**src/rtl/ltl_report_collector.sv**
```systemverilog
// Report collector for an LTL monitor cluster: timestamps non-empty report vectors into a
// first-word-fall-through FIFO and keeps sticky seen/overflow/drop statistics.
module ltl_report_collector #(
  parameter int unsigned NUM_REPORTS = 4,
  parameter int unsigned FIFO_DEPTH  = 8,
  parameter int unsigned TS_WIDTH    = 16,
  parameter int unsigned DROP_WIDTH  = 8
) (
  input  logic                   clk,
  input  logic                   reset,
  input  logic                   run,
  input  logic [NUM_REPORTS-1:0] report_in,
  input  logic                   clear,
  output logic                   out_valid,
  input  logic                   out_ready,
  output logic [NUM_REPORTS-1:0] out_report,
  output logic [TS_WIDTH-1:0]    out_timestamp,
  output logic [NUM_REPORTS-1:0] report_seen,
  output logic                   overflow,
  output logic [DROP_WIDTH-1:0]  drop_count
);

  localparam int unsigned PtrW = (FIFO_DEPTH > 1) ? $clog2(FIFO_DEPTH) : 1;
  localparam int unsigned CntW = PtrW + 1;
  localparam logic [CntW-1:0] FullCnt = CntW'(FIFO_DEPTH);

  logic [NUM_REPORTS-1:0] rep_mem_q [FIFO_DEPTH];
  logic [TS_WIDTH-1:0]    ts_mem_q  [FIFO_DEPTH];

  logic [PtrW-1:0]        rd_ptr_q, rd_ptr_d, wr_ptr_q, wr_ptr_d;
  logic [CntW-1:0]        count_q, count_d;
  logic [TS_WIDTH-1:0]    ts_q, ts_d;
  logic [NUM_REPORTS-1:0] seen_q, seen_d;
  logic                   overflow_q, overflow_d;
  logic [DROP_WIDTH-1:0]  drop_q, drop_d;

  logic evt, full, pop, push, drop;

  always_comb begin
    evt  = run && (report_in != '0);
    full = (count_q == FullCnt);
    // out_valid comes straight from count_q, so out_ready never reaches it combinationally.
    pop  = (count_q != '0) && out_ready;
    push = evt && (!full || pop);
    drop = evt && full && !pop;

    rd_ptr_d = rd_ptr_q + PtrW'(pop);
    wr_ptr_d = wr_ptr_q + PtrW'(push);

    count_d = count_q;
    case ({push, pop})
      2'b10:   count_d = count_q + CntW'(1);
      2'b01:   count_d = count_q - CntW'(1);
      default: count_d = count_q;
    endcase

    ts_d = run ? ts_q + TS_WIDTH'(1) : ts_q;

    // clear beats a same-cycle event for every statistic.
    seen_d     = clear ? '0 : (evt ? (seen_q | report_in) : seen_q);
    overflow_d = clear ? 1'b0 : (overflow_q | drop);
    drop_d     = drop_q;
    if (clear) begin
      drop_d = '0;
    end else if (drop && (drop_q != '1)) begin
      drop_d = drop_q + DROP_WIDTH'(1);
    end
  end

  always_ff @(posedge clk) begin
    if (reset) begin
      rd_ptr_q   <= '0;
      wr_ptr_q   <= '0;
      count_q    <= '0;
      ts_q       <= '0;
      seen_q     <= '0;
      overflow_q <= 1'b0;
      drop_q     <= '0;
    end else begin
      rd_ptr_q   <= rd_ptr_d;
      wr_ptr_q   <= wr_ptr_d;
      count_q    <= count_d;
      ts_q       <= ts_d;
      seen_q     <= seen_d;
      overflow_q <= overflow_d;
      drop_q     <= drop_d;
    end
  end

  // Storage needs no reset; the outputs are masked while the FIFO is empty.
  always_ff @(posedge clk) begin
    if (push) begin
      rep_mem_q[wr_ptr_q] <= report_in;
      ts_mem_q[wr_ptr_q]  <= ts_q;
    end
  end

  assign out_valid     = (count_q != '0);
  assign out_report    = out_valid ? rep_mem_q[rd_ptr_q] : '0;
  assign out_timestamp = out_valid ? ts_mem_q[rd_ptr_q] : '0;
  assign report_seen   = seen_q;
  assign overflow      = overflow_q;
  assign drop_count    = drop_q;

endmodule
```
**config.mk**
```make
export PLATFORM = sky130hd
export DESIGN_NAME = ltl_report_collector
export DESIGN_NICKNAME = d
export VERILOG_FILES = /design/src/rtl/ltl_report_collector.sv
export SDC_FILE = /design/constraint.sdc
export NUM_CORES = 1
export LEC_CHECK = 0
export BUFFER_PORTS_ARGS = -buffer_cell sky130_fd_sc_hd__buf_4
export CAP_MARGIN = 30
export CORE_MARGIN = 2
export CORE_UTILIZATION = 35
export DETAILED_ROUTE_END_ITERATION = 6
export PLACE_DENSITY = 0.53
export SLEW_MARGIN = 20
export SYNTH_ARGS = -nofsm -noshare
export SYNTH_HDL_FRONTEND = slang
export SYNTH_SLANG_ARGS = --single-unit
```
**constraint.sdc**
```tcl
create_clock -name clk -period 2.68 [get_ports clk]
set_clock_uncertainty 0.15 [all_clocks]
set_input_delay 0.134 -clock clk [delete_from_list [all_inputs] [get_ports clk]]
set_output_delay 0.134 -clock clk [all_outputs]
set_load 0.05 [all_outputs]
```
### Yosys cells after proc, flatten, opt, wreduce, memory -nomap -nowiden

Memory sizes are Yosys's and may differ from the RTL's. A register that Yosys moved wholly into a read port is not among the register bits.
Index checks and enable logic that the tools add are counted.

* flip-flop bits (word level): 39
* RAM bits: 160
* output and inout bits: 34
* logic and storage cells: 41
* memories: 2

Memory list
* ts_mem_q: words 8, bits a word 16, read ports 1, clocked after memory_dff 1, wr ports 1, RTL line 28 `logic [TS_WIDTH-1:0] ts_mem_q [FIFO_DEPTH];`
* rep_mem_q: words 8, bits a word 4, read ports 1, clocked after memory_dff 1, wr ports 1, RTL line 27 `logic [NUM_REPORTS-1:0] rep_mem_q [FIFO_DEPTH];`

* $add $sub $neg: 6
* eq/ne operators: 4
* muxes and demuxes: 7
* bitwise gates (word level): 2
* reduce and logical (&&, ||, !) cells: 13

Operators with widths (number)
* 16-bit by 1-bit adder with 16-bit output (second input constant): 1
* 16-bit 2-to-1 mux: 1
* 8-bit by 1-bit adder with 8-bit output (second input constant): 1
* 8-bit inequality test (second input constant): 1
* 4-bit one-hot mux with 2 select lines: 1
* 4-bit nonzero test: 2
* 3-bit by 1-bit adder with 3-bit output: 2
* 1-bit logical AND: 6
* 3-bit 2-to-1 mux: 2
* 4-bit by 1-bit adder with 4-bit output (second input constant): 1
* 4-bit equality test (second input constant): 1
* 4-bit 2-to-1 mux: 1
* 4-bit OR: 1
* 4-bit by 1-bit subtractor with 4-bit output (second input constant): 1
* 2-bit by 1-bit equality test with 1-bit output (second input constant): 1
* 2-bit equality test (second input constant): 1
* 1-bit logical NOT: 2
* 1-bit 2-to-1 mux: 2
* 2-bit nonzero test: 1
* 2-bit OR reduction: 1
* 1-bit logical OR: 1
* 1-bit OR: 1

### Depth between registers and ports, before layout

Gate-level depths: netlist of the first run.

* word-level depth: 6
* depth in mapped cells: 7
* mapped depth without buffers: 7

### Worst setup path after synthesis of the first run

OpenSTA, ideal clock, no wires.

* path kind: reg2reg
* start point: register count_q[3]
* end point: memory rep_mem_q[0][0], enable pin
* library setup time: 422 ps
* arrival time: 2306 ps
* data required time: 2108 ps
* setup slack: -198 ps
* cell stages (with the launch flop): 5
* buffers on the path: 0
* period minus slack after synthesis: 2878 ps
* path through: dfxtp_1 -> and2b_1 -> a21oi_1 -> nand2b_1 -> nor3_1

* cells in the longest elaborated chain, start to end: 6

Ends and longest elaborated chain
* from (decl): RTL line 31 `logic [CntW-1:0] count_q, count_d;`
* from (signal assigned): RTL line 82 `count_q <= count_d;`
* 4-bit equality test / 4-bit nonzero test (equally long branches): RTL line 41, 43
* 1-bit logical NOT / 1-bit logical AND (equally long branches): RTL line 44, 43
* 1-bit logical OR (*): RTL line 44 `push = evt && (!full || pop);`
* 1-bit logical AND (*): RTL line 44
* 1-bit 2-to-1 mux (*): RTL line 92 `if (push) begin`
* 1-bit 2-to-1 mux (implied by the code) (*): RTL line 93 `rep_mem_q[wr_ptr_q] <= report_in;`
* to (decl): RTL line 27

Every way passes the cells marked *; elsewhere a longest branch is shown, timed or not.

### Final worst setup path of the first run

* start point: input report_in[2]
* end point: register count_q[3]

* cells in the longest elaborated chain, start to end: 5

Ends and longest elaborated chain
* from (decl): RTL line 12 `input logic [NUM_REPORTS-1:0] report_in,`
* 4-bit nonzero test (*): RTL line 40 `evt = run && (report_in != '0);`
* 1-bit logical AND (*): RTL line 40
* 1-bit logical AND (*): RTL line 44
* 2-bit by 1-bit equality test with 1-bit output / 2-bit equality test (equally long branches): RTL line 51 `case ({push, pop})`
* 4-bit one-hot mux with 2 select lines / 2-bit nonzero test (equally long branches)

Marks and branches as above.
A chain may end at the register's enable or synchronous reset.

==> results.toml, run 1 <==
[outcome]
run_status = "completed"

[setup_path]
crit_path_max_fanout = 10
start_kind = "primary input"
worstPathBufferInverterCount = 3
worst-endpoint-required_ps = 2820
cp_data_arrival_time_ps = 2680
cpPeakStageDelay_ps = 530
critical_path.top_delay_family = "compound AO/OA/AOI/OAI gates"
timing.setup.critical_path_class = "primary input to flip-flop"
crit_path_end_kind = "flip-flop"
worst_path_max_delay_cell = "dlygate4sd3_1"
path_cells = "dlygate4sd3_1 > buf_4 > buf_4 > o41a_1 > nor3_2 > ha_1 > a21oi_1 > a21oi_1 > a211oi_1 > o2111ai_1"

[floorplan]
io-pin-count = 43
die_y_um = 154.7
die-width_um = 154.7
placement_rows = 55
floorplan.initialDensity_pct = 35.43
design.die.area_um2 = 23930
core-area_um2 = 22430

[global_routing]
grt_start_max_net_pins = 41
global_route.usage.total_pct = 13.76
global_route.usage.met3_pct = 3.138
grt_antenna_before_repair = 0
top_usage_layer = "met2"
grt_overflow = 0
grt_util_met2_pct = 23.75
global_route.usage.met1_pct = 17.45
grt_pass1_vias = 4314
grt_pass1_wl_um = 24410

[cells_and_area]
layout-area-overhead-vs-synth_pct = 19.60
final_area_um2 = 9507
post_route_cells_drive_above_1_share_pct = 28.37
nNetsFinal = 562
layout.cells.non_filler = 842
fillers = 2008
antenna-diode-count = 0

[synth]
synth_top_area_share_pct = 60.44
biggest_area_contributors_in_the_synthesized_netlist = "edfxtp_1, mux4_2, dfxtp_1, mux2i_1, nor2_1"
synth.yosys.seq_area_share_pct = 70.27
synth_seq_cells = 199
synth_cell_type_count = 45
synth-edff-count = 160
netlist_instances = 469
synthesis.yosys.warnings = 0
synth-main-ff-cell = "edfxtp_1"
synth.largest_area_cell = "edfxtp_1"
leading_cell_type_by_number_of_instances_after_synthesis = "edfxtp_1"
synth.cells.most_frequent = "edfxtp_1, nor2_1, mux4_2, dfxtp_1, mux2i_1"
synth_fp_nets = 487
synth.avg_cell_area_um2 = 16.95
ys_async_sr_fraction_pct = 0
synthesis.area_um2 = 7949

[timing]
fin_crit_ps = 2539
maxClockFrequency_ghz = 0.3938
tns_ps = 0
slew_violations = 0
unrepaired_setup_endpoints_after_global_routing = "false"
tightest_slew_ps = 640.3
post-route-period-util_pct = 94.75
hold_violations = 0
slew_headroom_pct = 57.18
finalSetupViolations = 0
holdWs_ps = 332.0

[clocking]
tritoncts = "yes"
tritoncts.num_buffers = 17
h_tree_levels = 4
worst_skew_pair.late_latency_ps = 430
clockRootBuffer = "clkbuf_16"
clk_buf_depth = 2
number_of_clock_sinks_seen_by_cts = 199
clk_pin_slew_ps = 70

[placement]
port-buffer-count = 42
number_of_cells_after_detailed_placement = 801
dpl.hpwl_um = 9390
placed_instance_area_um2 = 8820
place.gp.congestion = 0.7440

[routing]
routed_wl_um = 15650
avgViaCountPerCell = 5.024
drt_iter0_drc = 288
post_drt_wl_per_cell_um = 18.59
drc = 0
drt_pass_1_iters = 4
number_of_routed_nets_with_antenna_violations = 0
via_count_of_the_routed_design = 4230

[min_path]
timing.hold.worst.class = "flip-flop to flip-flop"

[pwr]
power.static_leakage_uw = 0.003241
ir_worst_vdd_v = 0.0007368
total_power_uw = 8083
power_density_nw_per_um2 = 850.2

[run]
drv_cap = 0
## layer usage
metal	routed length [um]	share of wire, %
met3	464	3.0
met4	148	0.95
met2	8044	51
met1	6994	45
met5	0	0
## repair_timing
| action | CTS | global route |
|---|---|---|
| buffers inserted | 0 | 0 |
| hold endpoints to repair | 65 | 1 |
| resized for setup | 0 | 1 |
| hold buffers | 8 | 1 |
| endpoints found under the setup margin | 0 | 67 |
## cell families (layout without fill, tap and decap cells)
family                   after synthesis  in the layout  share of synthesized area (%)
buffers and inverters                 28            116                          1.417
multiplexers                          67             67                          14.80
flip-flops                           199            199                          70.27
XOR/XNOR                              15             15                          1.653
AO/OA/AOI/OAI                         32             32                          2.676
AND/OR/NAND/NOR                      119            119                          7.681
adder cells (fa/ha/maj)                9              9                          1.511
## report_power, final
part	switching, uW	internal [uW]	leakage, uW
registers	72.6	3440	0.00189
clock network	1130	1400	0.000286
logic	1280	762	0.00106
## sequential cells by signal (all words and copies together), names as in the netlist
signal       cells
overflow         1
wr_ptr_q         3
count_q          4
rep_mem_q       32
report_seen      4
drop_count       8
rd_ptr_q         3
ts_mem_q       128
ts_q            16
## placed cells by master (no fill, tap or decap), types with 6 or more instances in the layout
cell and n:
xor2_1 7, nor2b_1 6, nand3_1 9, nor2_2 6, nand4_1 6, edfxtp_1 160, buf_4 64, nand2_1 9
mux4_2 40, a21oi_1 16, mux2i_1 23, clkbuf_16 17, xnor2_1 8, inv_1 8, dfxtp_1 37, nor2_1 50
dlygate4sd3_1 9, ha_1 8
## final timing paths
kind / start / slack (ps) / end / depth (start not counted)
worst max register to register: count_q[0] / 410 / count_q[3] / 8
worst max-delay path: report_in[2] / 140 / count_q[3] / 10
worst min register to register: report_seen[0] / 330 / report_seen[0] / 2
worst min-delay path: report_seen[0] / 330 / report_seen[0] / 2
## worst reg2reg max path: cells and delay by family, from the launching register on
kind,cells,cell delay [ps]
AOI/OAI and AO/OA,4,750
adders and majority gates,1,330
buffers and inverters,1,160
and+or+nand+nor,2,390
DFF,1,340
## metrics by stage
step,utilization [%],worst slack [ps]
finish,42.38,140.6
global placement,39.19,101.7
detailed placement,39.31,141.7
floorplan,-,335.6
CTS,42.30,38.29
global route,42.38,60.73
## area by class of cell
class | instances | area [um2] | area share, %
Timing Repair Buffer | 76 | 638.1 | 6.712
Multi-Input combinational cell | 242 | 2305 | 24.24
Sequential cell | 199 | 5588 | 58.78
Tap cell | 285 | 356.6 | 3.751
Inverter | 8 | 30.03 | 0.3159
Clock inverter | 15 | 163.9 | 1.724
Clock buffer | 17 | 425.4 | 4.475
(Power assumes the default switching activity.)
==> run 2, diff against run 1 <==
CTS_BUF_LIST = sky130_fd_sc_hd__clkbuf_4 sky130_fd_sc_hd__clkbuf_8   (was default)
==> results.toml, run 2 (same netlist as run 1, synthesis figures left out) <==
[routing]
routed_wl_um = 15580
via_count_of_the_routed_design = 4212
post_drt_wl_per_cell_um = 18.50
drt_pass_1_iters = 4
number_of_routed_nets_with_antenna_violations = 0
drc = 0
drt_iter0_drc = 250
avgViaCountPerCell = 5.002

[global_routing]
grt_pass1_vias = 4308
grt_pass1_wl_um = 24270
grt_antenna_before_repair = 0
grt_start_max_net_pins = 41
global_route.usage.total_pct = 13.73
grt_overflow = 0

[cells_and_area]
regMostFlops = "ts_mem_q"
nNetsFinal = 562
seqCellArea_um2 = 5588
multi_input_area_um2 = 2305
fillers = 2040
antenna-diode-count = 0
post_route_cells_drive_above_1_share_pct = 28.37
top_regs = "ts_mem_q: 128 flops, rep_mem_q: 32 flops, ts_q: 16 flops"
layout.cells.most_common_list = "edfxtp_1, buf_4, nor2_1"
largest_reg_flops = 128
final_area_um2 = 9315
layout-area-overhead-vs-synth_pct = 17.19
final_common_cell = "edfxtp_1"
layout.cells.non_filler = 842

[floorplan]
placement_rows = 55
io-pin-count = 43
die_y_um = 154.7
floorplan.initialDensity_pct = 35.43
design.die.area_um2 = 23930
core-area_um2 = 22430
die-width_um = 154.7

[setup_path]
r2r-end = "count_q[3]"
worst_r2r_path_depth = 8
timing.setup.critical_path_class = "primary input to flip-flop"
cp_data_arrival_time_ps = 2690
crit_path_end_kind = "flip-flop"
timing.critical_path.to = "count_q[3]"
worst-endpoint-required_ps = 2870
crit_start = "report_in[2]"
start_kind = "primary input"
crit_path_max_fanout = 10
worst-r2r-setup-slack_ps = 410
r2r-start = "count_q[0]"

[clocking]
post-cts-setup-buffers = 0
clockRootBuffer = "clkbuf_8"
worst_skew_pair.late_latency_ps = 470
clk_pin_slew_ps = 100
tritoncts.num_buffers = 17
tritoncts = "yes"
number_of_clock_sinks_seen_by_cts = 199
h_tree_levels = 4
clk_buf_depth = 2

[placement]
dpl.hpwl_um = 9390
port-buffer-count = 42
placed_instance_area_um2 = 8820
number_of_cells_after_detailed_placement = 801
place.gp.congestion = 0.7440

[pwr]
power_density_nw_per_um2 = 801.3
power.static_leakage_uw = 0.003154
ir_worst_vdd_v = 0.0007360

[timing]
slew_violations = 0
slew_headroom_pct = 57.53
hold_violations = 0
post-route-period-util_pct = 93.31
maxClockFrequency_ghz = 0.3999
unrepaired_setup_endpoints_after_global_routing = "false"
finalSetupViolations = 0
tns_ps = 0
tightest_slew_ps = 635.0
fin_crit_ps = 2501

[outcome]
run_status = "completed"

[min_path]
timing.hold.worst.class = "primary input to flip-flop"

[run]
drv_cap = 0
[run 2: cell counts in the layout (fill, tap and decap cells not counted)]
No cell type changed its count.
[run 2: critical path, cell delays in order]
cell and delay [ps]:
dlygate4sd3_1 540, buf_4 140, buf_4 160, o41a_1 370, nor3_2 260, ha_1 330
a21oi_1 270, a21oi_1 110, a211oi_1 230, o2111ai_1 130
[run 2: per-stage QoR]
| stage | worst slack (ps) | power [uW] | hold slack, ps | utilization (%) |
|---|---|---|---|---|
| after floorplan | 335.6 | 4963 | 82.87 | - |
| after global routing | 9.035 | 7806 | 323.2 | 41.52 |
| final | 179.3 | 7465 | 331.6 | 41.52 |
| after global placement | 101.7 | 5623 | 241.7 | 39.19 |
| after CTS | 61.91 | 7573 | 286.7 | 41.49 |
| after detailed placement | 141.7 | 5659 | 256.3 | 39.31 |
[run 2: repair_timing]
item                       CTS  global route
gates resized for setup      0             1
hold buffers                 9             0
setup endpoints to repair    0             1
hold endpoints to repair    66             0
[run 2: worst min path at each step]
stage,startpoint,end,slack [ps],depth (start not counted)
2_1_floorplan,report_in[0],rep_mem_q[0][0],80,0
3_3_place_gp,report_in[3],rep_mem_q[2][3],240,1
3_5_place_dp,report_in[1],rep_mem_q[1][1],260,1
4_1_cts,report_in[1],rep_mem_q[1][1],290,2
5_1_grt,report_in[1],rep_mem_q[0][1],320,2
6_report,report_in[1],rep_mem_q[2][1],330,2
[run 2: final cells by class]
cell class,count,share of cell area [%]
Timing Repair Buffer,76,6.850
Multi-Input combinational cell,242,24.74
Inverter,8,0.3224
Tap cell,285,3.828
Clock inverter,15,1.760
Clock buffer,17,2.512
Sequential cell,199,59.99
[run 2: per-layer routing]
metal  wire, um  GRT usage [%]
met5          0              0
met4        155          4.145
met3        570          3.250
met2       7969          23.43
met1       6884          17.47
[run 2: report_power, final]
| part | internal, uW | switching (uW) |
|---|---|---|
| registers | 3440 | 72.1 |
| logic | 762 | 1270 |
| clock network | 850 | 1070 |
